`src/rtl/spram_pkg.sv`:
```
// Shared definitions for the single-port-RAM FIFO controller: default widths
// and the push/pop arbitration priority.
package spram_pkg;

    localparam int DW_DEF    = 8;
    localparam int AW_DEF    = 4;
    localparam int DEPTH_DEF = 2 ** AW_DEF;

    typedef enum logic {
        PRI_WRITE = 1'b0,
        PRI_READ  = 1'b1
    } pri_e;

    function automatic pri_e pri_flip(input pri_e p);
        return (p == PRI_WRITE) ? PRI_READ : PRI_WRITE;
    endfunction

endpackage

```
`src/rtl/spram_fifo_ctrl_if.sv`:
```
// Push/pop handshake bundle between producers/consumers and the FIFO controller.
interface spram_fifo_ctrl_if
    import spram_pkg::*;
#(
    parameter int DW = DW_DEF
);

    logic          wr_valid;
    logic          wr_ready;
    logic [DW-1:0] wr_data;
    logic          rd_valid;
    logic          rd_ready;
    logic [DW-1:0] rd_data;

    modport master (
        output wr_valid, wr_data, rd_ready,
        input  wr_ready, rd_valid, rd_data
    );

    modport slave (
        input  wr_valid, wr_data, rd_ready,
        output wr_ready, rd_valid, rd_data
    );

endinterface

```
`src/rtl/spram_arb.sv`:
```
// Grant logic for the single RAM port; the priority flips only when both a
// push and a pop want the port in the same cycle.
module spram_arb
    import spram_pkg::*;
(
    input  logic clk,
    input  logic rst,
    input  logic wreq,
    input  logic rreq,
    output logic wgnt,
    output logic rgnt
);

    pri_e pri;
    pri_e pri_nxt;

    always_ff @(posedge clk) begin
        if (rst) begin
            pri <= PRI_WRITE;
        end else begin
            pri <= pri_nxt;
        end
    end

    always_comb begin
        wgnt    = 1'b0;
        rgnt    = 1'b0;
        pri_nxt = pri;
        if (wreq && rreq) begin
            wgnt    = (pri == PRI_WRITE);
            rgnt    = (pri == PRI_READ);
            pri_nxt = pri_flip(pri);
        end else begin
            wgnt = wreq;
            rgnt = rreq;
        end
    end

endmodule

```
`src/rtl/spram_fifo_ctrl.sv`:
```
// FIFO controller owning the only port of a single-port RAM with registered
// dout; one word is staged in an output register for the consumer.
module spram_fifo_ctrl
    import spram_pkg::*;
#(
    parameter int DW = DW_DEF,
    parameter int AW = AW_DEF
) (
    input  logic              clk,
    input  logic              rst,
    spram_fifo_ctrl_if.slave  bus,
    output logic              ram_we,
    output logic [AW-1:0]     ram_addr,
    output logic [DW-1:0]     ram_din,
    input  logic [DW-1:0]     ram_dout,
    output logic [AW:0]       count,
    output logic              full,
    output logic              empty
);

    localparam int          DEPTH   = 2 ** AW;
    localparam logic [AW:0] DEPTH_C = (AW + 1)'(DEPTH);

    logic [AW-1:0] wptr;
    logic [AW-1:0] rptr;
    logic          rd_inflight;
    logic          rd_vld_p1;
    logic [DW-1:0] rd_data_p1;

    logic wreq;
    logic rreq;
    logic wgnt;
    logic rgnt;

    // Requests are masked during reset so nothing touches the RAM port.
    assign full  = (count == DEPTH_C);
    assign empty = (count == '0) && !rd_vld_p1 && !rd_inflight;
    assign wreq  = !rst && bus.wr_valid && !full;
    assign rreq  = !rst && (count != '0) && !rd_inflight && (!rd_vld_p1 || bus.rd_ready);

    spram_arb u_arb (
        .clk  (clk),
        .rst  (rst),
        .wreq (wreq),
        .rreq (rreq),
        .wgnt (wgnt),
        .rgnt (rgnt)
    );

    assign bus.wr_ready = wgnt;
    assign ram_we       = wgnt;
    assign ram_addr     = wgnt ? wptr : rptr;
    assign ram_din      = wgnt ? bus.wr_data : '0;

    always_ff @(posedge clk) begin
        if (rst) begin
            wptr  <= '0;
            rptr  <= '0;
            count <= '0;
        end else begin
            if (wgnt) begin
                wptr  <= wptr + 1'b1;
                count <= count + 1'b1;
            end else if (rgnt) begin
                rptr  <= rptr + 1'b1;
                count <= count - 1'b1;
            end
        end
    end

    // Stage p0 -> p1: RAM return lands in the output register one cycle after issue.
    always_ff @(posedge clk) begin
        if (rst) begin
            rd_inflight <= 1'b0;
            rd_vld_p1   <= 1'b0;
            rd_data_p1  <= '0;
        end else begin
            rd_inflight <= rgnt;
            if (rd_inflight) begin
                rd_vld_p1  <= 1'b1;
                rd_data_p1 <= ram_dout;
            end else if (rd_vld_p1 && bus.rd_ready) begin
                rd_vld_p1 <= 1'b0;
            end
        end
    end

    assign bus.rd_valid = rd_vld_p1;
    assign bus.rd_data  = rd_data_p1;

endmodule
```
`src/flat_wrapper.sv`:
```
// flat-port wrapper written by rule: the top's interface ports become plain ports
module spram_fifo_ctrl_flat import spram_pkg::*;
#(
    parameter int DW = DW_DEF,
    parameter int AW = AW_DEF
)
  (clk, rst, ram_we, ram_addr, ram_din, ram_dout, count, full, empty, bus_wr_valid, bus_wr_data, bus_rd_ready, bus_wr_ready, bus_rd_valid, bus_rd_data);
  spram_fifo_ctrl_if #(.DW(DW)) bus_i ();
  input  logic clk;
  input  logic rst;
  output logic ram_we;
  output logic [AW-1:0] ram_addr;
  output logic [DW-1:0] ram_din;
  input  logic [DW-1:0] ram_dout;
  output logic [AW:0] count;
  output logic full;
  output logic empty;
  input wire logic [$bits(bus_i.wr_valid)-1:0] bus_wr_valid;
  input wire logic [$bits(bus_i.wr_data)-1:0] bus_wr_data;
  input wire logic [$bits(bus_i.rd_ready)-1:0] bus_rd_ready;
  output wire logic [$bits(bus_i.wr_ready)-1:0] bus_wr_ready;
  output wire logic [$bits(bus_i.rd_valid)-1:0] bus_rd_valid;
  output wire logic [$bits(bus_i.rd_data)-1:0] bus_rd_data;
  assign bus_i.wr_valid = bus_wr_valid;
  assign bus_i.wr_data = bus_wr_data;
  assign bus_i.rd_ready = bus_rd_ready;
  assign bus_wr_ready = bus_i.wr_ready;
  assign bus_rd_valid = bus_i.rd_valid;
  assign bus_rd_data = bus_i.rd_data;
  spram_fifo_ctrl #(.DW(DW), .AW(AW)) u_core (.clk(clk), .rst(rst), .bus(bus_i), .ram_we(ram_we), .ram_addr(ram_addr), .ram_din(ram_din), .ram_dout(ram_dout), .count(count), .full(full), .empty(empty));
endmodule
```
`config.mk`:
```
export PLATFORM = sky130hd
export DESIGN_NAME = spram_fifo_ctrl_flat
export DESIGN_NICKNAME = d
export VERILOG_FILES = /design/src/rtl/spram_pkg.sv /design/src/rtl/spram_fifo_ctrl_if.sv /design/src/rtl/spram_arb.sv /design/src/rtl/spram_fifo_ctrl.sv /design/src/flat_wrapper.sv
export SDC_FILE = /design/constraint.sdc
export NUM_CORES = 1
export LEC_CHECK = 0
export CAP_MARGIN = 40
export CELL_PAD_IN_SITES_DETAIL_PLACEMENT = 1
export CELL_PAD_IN_SITES_GLOBAL_PLACEMENT = 2
export CORE_MARGIN = 2
export CORE_UTILIZATION = 26
export CTS_CLUSTER_SIZE = 24
export DETAILED_ROUTE_END_ITERATION = 12
export GPL_TIMING_DRIVEN = 0
export PLACE_DENSITY_LB_ADDON = 0.1
export SYNTH_ARGS = -nofsm -noshare
export SYNTH_HDL_FRONTEND = slang
export SYNTH_SLANG_ARGS = --single-unit
```
`constraint.sdc`:
```
create_clock -name clk -period 6.4 [get_ports clk]
set_input_delay 1.28 -clock clk [delete_from_list [all_inputs] [get_ports clk]]
set_output_delay 1.28 -clock clk [all_outputs]
set_load 0.02 [all_outputs]
```
# Word-level counts from Yosys, hierarchy flattened
# Index checks and enable logic that the tools add are counted.
classes:
  n_reduce_logical: 19
  muxes: 9
  n_addsub: 4
  eq_ne: 1
  bitwise_logic: 2
op_table:
  columns: ["op", "count"]
  rows:
  - ["$mux W5", 2]
  - ["$logic_and A1 B1 Y1", 9]
  - ["$add A4 B1 Y4 const B", 2]
  - ["$mux W8", 1]
  - ["$add A5 B1 Y5 const B", 1]
  - ["$eq A5 B5 Y1 const B", 1]
  - ["$logic_not A5 Y1", 1]
  - ["$mux W1", 5]
  - ["$reduce_bool A5 Y1", 1]
  - ["$sub A5 B1 Y5 const B", 1]
  - ["$logic_not A1 Y1", 4]
  - ["$mux W4", 1]
  - ["$reduce_bool A2 Y1", 2]
  - ["$not A1 Y1", 2]
  - ["$reduce_and A2 Y1", 1]
  - ["$logic_or A1 B1 Y1", 1]
word_totals:
  inputBits: 20
  elab_cells: 42
  reg_bits: 24
  output_inout_bits: 30

# Longest topological paths before layout
# Gate-level depths: netlist (run 1).
depth:
  word_depth: 8
  depth_mapped: 12
  mapped_depth_nobuf: 10

# By module
# From an unflattened synthesis (run 1), not the netlist that was laid out.
hier_totals:
  hier_cells: 126
  area_unflattened_um2: 1189.9
by_module_without_submodules:
  columns: ["mod", "area_each_um2", "cells_each", "instances", "seq_area_each_um2"]
  rows:
  - ["spram_fifo_ctrl", 1124.8, 119, 1, 460.4]
  - ["spram_arb", 65.1, 7, 1, 20.0]

# Worst setup path after synthesis (run 1)
# OpenSTA, ideal clock, no wires.
synth_timing:
  path_kind: "in2out"
  start: "in rst"
  end: "out ram_addr[0]"
  t_arrival_ns: 2.652
  required_ns: 5.120
  path_buffers: 1
  slack_ns: 2.468
  path_stages: 7
  cell_sequence: "clkbuf_1 -> nand2b_1 -> a21oi_1 -> nand2_2 -> inv_2 -> nand2_1 -> nand2_1"
synth_between:
  elab_chain_len: 7
  word_cells_on_any_way: 9
  cone_classes: "mux (2); reduce/logical (7)"
synth_rtl:
  columns: ["element", "line_no", "text"]
  rows:
  - ["from (decl)", "flat_wrapper.sv:10", "input logic rst;"]
  - ["$logic_not A1 Y1 (*)", "spram_fifo_ctrl.sv:38, spram_fifo_ctrl.sv:39", null]
  - ["$logic_and A1 B1 Y1 (3 in a row)", "spram_fifo_ctrl.sv:39", "assign rreq = !rst && (count != '0) && !rd_inflight && (!rd_vld_p1 || bus.rd_ready);"]
  - ["$logic_and A1 B1 Y1", "spram_arb.sv:29", "if (wreq && rreq) begin"]
  - ["$mux W1 (*)", "spram_arb.sv:29", null]
  - ["net bus_wr_ready", "flat_wrapper.sv:21", "output wire logic [$bits(bus_i.wr_ready)-1:0] bus_wr_ready;"]
  - ["$mux W4 (*)", "spram_fifo_ctrl.sv:52", "assign ram_addr = wgnt ? wptr : rptr;"]
  - ["to (decl)", "flat_wrapper.sv:12", "output logic [AW-1:0] ram_addr;"]
# The timed path passes the listed nets; every way through them passes the cells marked *.

# Worst setup path after layout (run 1)
layout_timing:
  start: "in bus_wr_valid"
  end: "out ram_addr[1]"
layout_between:
  elab_chain_len: 5
layout_rtl:
  columns: ["element", "line_no", "text"]
  rows:
  - ["from (decl)", "flat_wrapper.sv:18", "input wire logic [$bits(bus_i.wr_valid)-1:0] bus_wr_valid;"]
  - ["$logic_and A1 B1 Y1 (*) (2 in a row)", "spram_fifo_ctrl.sv:38", "assign wreq = !rst && bus.wr_valid && !full;"]
  - ["$logic_and A1 B1 Y1", "spram_arb.sv:29", null]
  - ["$mux W1 (*)", "spram_arb.sv:29", null]
  - ["$mux W4 (*)", "spram_fifo_ctrl.sv:52", null]
# Mark *: on every way between the ends. The rest lies on a longest branch, timed or not.

==> results.md, run 1 <==
- Clk root buf: clkbuf_8
- Core ar.: 0.00475 sq mm
- Initial core utilization: 0.272
- Slew Limit Fails: 0
- # DRC: 0
- Reg2Reg Launch Point: u_core.count[0]
- Postcts setup bufs: 0
- Initial antenna violation count: 0
- Leak pwr: 0.753 nW
- Cell family with most CP delay: buffers and inverters
- I/O pins: 50
- Synth Cell Area: 0.00129 sq mm
- Vias in the first global route: 1296
- DP HPWL: 2800 microns
- Clk slew on worst S/H paths: 0.09 ns
- Die area: 0.00555 sq mm
- Syn_nets: 178
- Switching part of the total power: 0.407
- Reg2Reg Depth: 10
- Crit path depth: 8
- Worst-skew pair later-pin latency: 0.27 ns
- ANT nets after route: 0
- CP Cell Sequence: clkdlybuf4s50_1, nand2b_1, a21oi_1, nand2_2, inv_2, nand2_1, nand2_1, clkdlybuf4s50_1
- Count leader, synth: dfxtp_1
- Die H: 74.5 microns
- Initial DRC Count: 42
- HP Class: reg -> reg
- Final setup viols: 0
- Wire per inst: 13.2 microns
- Number of max-cap violations: 0
- Worst clock skew: 0.00312 ns
- Gpl congestion: 0.751
- CP Data Required Time: 5.12 ns
- CTS tree: yes
- Post_cts resized: 0
- Cell count after synthesis: 154
- Peak supply drop: 0.186 mV
- Register area share after synthesis: 0.372
- Via count: 1292
- Gr busiest metal: met2
- M3 GR Usage: 0.0285
- Crit path max fanout: 10
- Ys Warns: 0
- # port buffers: 48
- Area growth syn-to-layout: 49.2%
- Initial DRT Pass Iterations: 3
- ANT cells: 0
- Clock tree buffer depth: 2
- Number of distinct library cells after synthesis: 39
- Ratio of cells with drive above 1 in the final layout: 0.0777
- Syn avg cell area: 8.39 sq um
- Top cell type by total area after synthesis: dfxtp_1
- Unrepaired setup endpoints after global routing: no
- Total negative slack: 0 ns
- Final wirelength: 3610 microns
- Die W: 74.5 microns
- CP Class: in -> out
- Largest cells by area after synthesis: dfxtp_1, mux2i_1, nor2_1
- Yosys reg bits: 24
- Final Hold Viols: 0
- Vias per inst: 4.73
- Total gr overflow: 0
- Worst Path Buf+Inv: 3
- CP Capture Type: primary output
- Critical path's slowest cell: a21oi_1
- Met1 GRT Util: 0.157
- First-pass GRT wire length: 5930 microns
- Post-synth top cells: dfxtp_1, nor2_1, nand2_1, nand3_1, and3_1
- Sequential Power Share: 0.266
- Power Dens Cells: 439 mW/mm^2
- Min cycle time layout: 5.01 ns
- Clock share of power: 0.157
- WP data arrival: 3.73 ns
- Cts hold-fix bufs: 0
- Post-synth top flop: dfxtp_1
- Psw: 0.000344 W
- Global Route Usage Sum: 0.139
- Largest net degree at the start of global routing: 15
- Fin cells: 273
- R2r setup slk: 3.24 ns
- Async SR Flop Fraction: 0
- H-tree depth: 1
- Status: finished, final reports clean
- CP startpoint kind: input pin
- Period utilization: 0.783
- P_int: 0.000502 W
- Clk sinks: 24
- Final #Nets: 231
- Critical Path Max Stage Delay: 0.60 ns
- Source of the critical timing path: bus_wr_valid
- Max Fclk: 0.200 GHz
- Std-Cell Rows: 25
- Worst hold start: u_core.wptr[1]
- Logic pwr share: 0.577
- Met2 Usage GRT: 0.257
- Hold depth: 2
- Fillers: 595
- Post-synth EDFFs: 0
- CTS buffer count: 3
- Inst Count DP: 269
- Slew margin rel.: 0.487
- Area fraction of the dominant cell type after synthesis: 0.372
- Worst slew pin tran: 0.770 ns
==> power groups by stage <==
stage | sequential (W) | combinational (W) | clock, W
finish | 0.000225 | 0.000488 | 0.000133
global route | 0.000232 | 0.000535 | 0.000145
CTS | 0.000226 | 0.000496 | 0.000138
detailed placement | 0.000229 | 0.000493 | 0
global placement | 0.000227 | 0.000478 | 0
floorplan | 0.000256 | 0.000291 | 0
==> cell families (layout without fill, tap and decap cells) <==
group	after synthesis	in the layout	synth area share
compound gates	15	15	0.0881
xor+xnor	9	9	0.0610
fa+ha+maj	4	4	0.0387
buf+inv	15	67	0.0542
flops	24	24	0.372
mux	11	11	0.0900
simple gates	76	76	0.296
==> state kept, by name (all words and copies together), names as in the netlist <==
register and count:
u_core.rptr 4, u_core.bus.rd_data 8, u_core.u_arb.pri 1, u_core.bus.rd_valid 1
u_core.wptr 4, u_core.count 5, u_core.rd_inflight 1
==> tightest hold or removal path, delay by kind of cell (launching register included) <==
family           cells  cell delay [ns]
AND/OR/NAND/NOR      1             0.06
AO/OA/AOI/OAI        1             0.05
flip-flops           1             0.34
==> cells in the final DEF, fill, tap and decap left out, types with 3 or more instances in the layout <==
master           synthesis  final
nor2_1                  21     21
clkbuf_1                 4      4
mux2i_1                  9      9
and3_1                  10     10
inv_1                    3      3
nor3_1                   3      3
xor2_1                   6      6
a21oi_1                  4      4
dfxtp_1                 24     24
clkdlybuf4s50_1          0     48
nand2_1                 16     16
clkbuf_8                 0      3
xnor2_1                  3      3
buf_1                    3      3
ha_1                     4      4
nand3_1                 11     11
==> layer usage <==
metal / vias up / routed length (microns)
li1: 634 / -
met1: 617 / 1540
met2: 36 / 1840
met3: 5 / 181
met4: 0 / 47
met5: - / 0
==> path summary, 6_finish.rpt <==
| path | end |
|---|---|
| setup / recovery | ram_addr[1] |
| hold / removal | u_core.wptr[1] |
| setup reg to reg | u_core.count[4] |
| hold reg to reg | u_core.wptr[1] |
==> cell type report <==
| class | instances | area (sq um) | area share |
|---|---|---|---|
| Buffer | 11 | 55.1 | 0.0286 |
| Clock buffer | 3 | 41.3 | 0.0214 |
| Clock inverter | 1 | 30.0 | 0.0156 |
| Inverter | 4 | 15.0 | 0.00779 |
| Multi-Input combinational cell | 115 | 742 | 0.385 |
| Sequential cell | 24 | 480 | 0.249 |
| Tap cell | 67 | 83.8 | 0.0435 |
| Timing Repair Buffer | 48 | 480 | 0.249 |
==> through the flow <==
stage / area (sq um) / power [W] / utilization / worst slack (ns) / hold WS (ns)
final: 1930 / 0.000846 / 0.406 / 1.39 / 0.499
after global routing: 1930 / 0.000912 / 0.406 / 1.18 / 0.524
after CTS: 1930 / 0.000860 / 0.406 / 1.34 / 0.505
after detailed placement: 1860 / 0.000722 / 0.391 / 1.35 / 0.491
after global placement: 1860 / 0.000705 / 0.391 / 1.38 / 0.476
after floorplan: 1290 / 0.000547 / - / 2.47 / 0.462
(Power assumes the default switching activity.)
==> run 2: changes to the inputs <==
- CORE_UTILIZATION: 26 -> 22
- clock period: 6.4 -> 4.5 ns (I/O delays scaled with it)
==> run 2 against run 1 <==
Against the previous run: first-iteration DRC count grew 7.1%; die area grew 17%; clock skew grew 0.0046 ns; power rose by 44%; routed wire length increased by 7.4%; flip-flop and latch count is the same; register-to-register slack got worse by 1.8 ns; critical path type unchanged; largest power group unchanged.
==> results.md, run 2 (synthesized netlist as in run 1, its figures left out) <==
- Min cycle time layout: 4.25 ns
- Ratio of cells with drive above 1 in the final layout: 0.0777
- Number of max-cap violations: 0
- Final Hold Viols: 0
- CTS tree: yes
- Die area: 0.00650 sq mm
- CP Capture Type: primary output
- Fin cells: 278
- Clk root buf: clkbuf_8
- Most frequent cells in the layout: clkdlybuf4s50_1, dfxtp_1, nor2_1
- Final #Nets: 231
- Critical path's slowest cell: clkdlybuf4s50_1
- Inst Count DP: 274
- Initial DRC Count: 45
- Final wirelength: 3870 microns
- CP Class: in -> out
- Slew margin rel.: 0.502
- # port buffers: 48
- Unrepaired setup endpoints after global routing: no
- Commonest non-fill, non-tap cell in the layout: clkdlybuf4s50_1
- Hold depth: 2
- Worst slew pin tran: 0.747 ns
- FF-to-FF End: u_core.count[4]
- Vias per inst: 4.54
- Clock share of power: 0.161
- Total negative slack: 0 ns
- Die H: 80.7 microns
- Reg2Reg Launch Point: u_core.count[0]
- HP Class: reg -> reg
- Period utilization: 0.945
- Power Dens Cells: 630 mW/mm^2
- Std-Cell Rows: 27
- ANT cells: 0
- Switching part of the total power: 0.414
- Cts hold-fix bufs: 0
- Crit path max fanout: 10
- Worst hold start: u_core.wptr[1]
- Leak pwr: 0.753 nW
- Post_cts resized: 0
- Worst clock skew: 0.00767 ns
- P_int: 0.000715 W
- Fillers: 672
- DP HPWL: 2930 microns
- Wire per inst: 13.9 microns
- Placed instance area: 0.00186 sq mm
- Max reg flops: 8
- Crit path depth: 8
- Postcts setup bufs: 0
- Logic pwr share: 0.573
- Status: finished, final reports clean
- Gpl congestion: 0.666
- Reg2Reg Depth: 10
- Initial core utilization: 0.232
- Final setup viols: 0
- # DRC: 0
- Vias in the first global route: 1348
- Core ar.: 0.00557 sq mm
- Cell family with most CP delay: buffers and inverters
- Sequential Power Share: 0.266
- ANT nets after route: 0
- Initial antenna violation count: 0
- Psw: 0.000504 W
- Area growth syn-to-layout: 49.7%
- Multi-input logic area: 742 sq um
- Global Route Usage Sum: 0.126
- Critical Path Max Stage Delay: 0.61 ns
- Clk sinks: 24
- Largest net degree at the start of global routing: 15
- CP Cell Sequence: clkdlybuf4s50_1, nand2b_1, a21oi_1, nand2_2, inv_2, nand2_1, nand2_1, clkdlybuf4s50_1
- Final Cell Area: 0.00193 sq mm
- Worst-skew pair later-pin latency: 0.27 ns
- Die W: 80.7 microns
- CTS buffer count: 3
- Peak supply drop: 0.353 mV
- R2r setup slk: 1.42 ns
- WP data arrival: 3.35 ns
- First-pass GRT wire length: 6420 microns
- Slew Limit Fails: 0
- CP Data Required Time: 3.60 ns
- Total gr overflow: 0
- H-tree depth: 1
- Initial DRT Pass Iterations: 4
- Register Area: 480 sq um
- I/O pins: 50
- Hold EP: u_core.wptr[1]
- CP startpoint kind: input pin
- Clock tree buffer depth: 2
- Max Fclk: 0.235 GHz
- Via count: 1263
- Worst Path Buf+Inv: 3
- Clk slew on worst S/H paths: 0.09 ns
-- run 2: power groups by stage --
stage	combinational (W)	clock, W	sequential [W]
after floorplan	0.000414	0	0.000364
after global placement	0.000681	0	0.000324
after detailed placement	0.000705	0	0.000329
after CTS	0.000708	0.000201	0.000326
after global routing	0.000767	0.000213	0.000334
final	0.000699	0.000196	0.000324
-- run 2: area by class of cell --
cell class / count / area share
Sequential cell: 24 / 0.248
Clock inverter: 1 / 0.0155
Tap cell: 72 / 0.0466
Timing Repair Buffer: 48 / 0.248
Buffer: 11 / 0.0285
Multi-Input combinational cell: 115 / 0.384
Inverter: 4 / 0.00776
Clock buffer: 3 / 0.0213
-- run 2: routing by layer --
layer  routed length [microns]  track usage
met5                         0            0
met4                        47       0.0322
met3                       288       0.0371
met2                      1780        0.211
met1                      1760        0.159
-- run 2: worst reg2reg max path: stages, from the launching register on --
cell and delay, ns:
dfxtp_1 0.52, nor4_1 0.16, a21oi_1 0.63, nand2_2 0.29
inv_2 0.25, xnor2_1 0.09, ha_1 0.24, a31o_2 0.26
nand3_1 0.07, o221ai_1 0.13, mux2_1 0.32
-- run 2: metrics by stage --
step / hold WS, ns / total power, W / worst slack (ns) / utilization
floorplan: 0.462 / 0.000778 / 1.30 / -
global placement: 0.472 / 0.00101 / 0.275 / 0.334
detailed placement: 0.489 / 0.00103 / 0.223 / 0.334
CTS: 0.503 / 0.00123 / 0.209 / 0.347
global route: 0.526 / 0.00131 / 0.0426 / 0.347
finish: 0.499 / 0.00122 / 0.246 / 0.347
-- run 2: worst max path at each step --
stage | to | from | slack, ns
floorplan | u_core.count[4] | rst | 1.30
global placement | ram_addr[2] | bus_wr_valid | 0.28
detailed placement | ram_addr[2] | bus_wr_valid | 0.22
CTS | ram_addr[2] | bus_wr_valid | 0.21
global route | ram_addr[2] | bus_wr_valid | 0.04
finish | ram_addr[2] | bus_wr_valid | 0.25
==> run 3: changes to the inputs <==
- CAP_MARGIN: 40 -> 20
==> results of run 3 <==
Same layout as run 2: the final DEF is identical, and so are final timing and power.
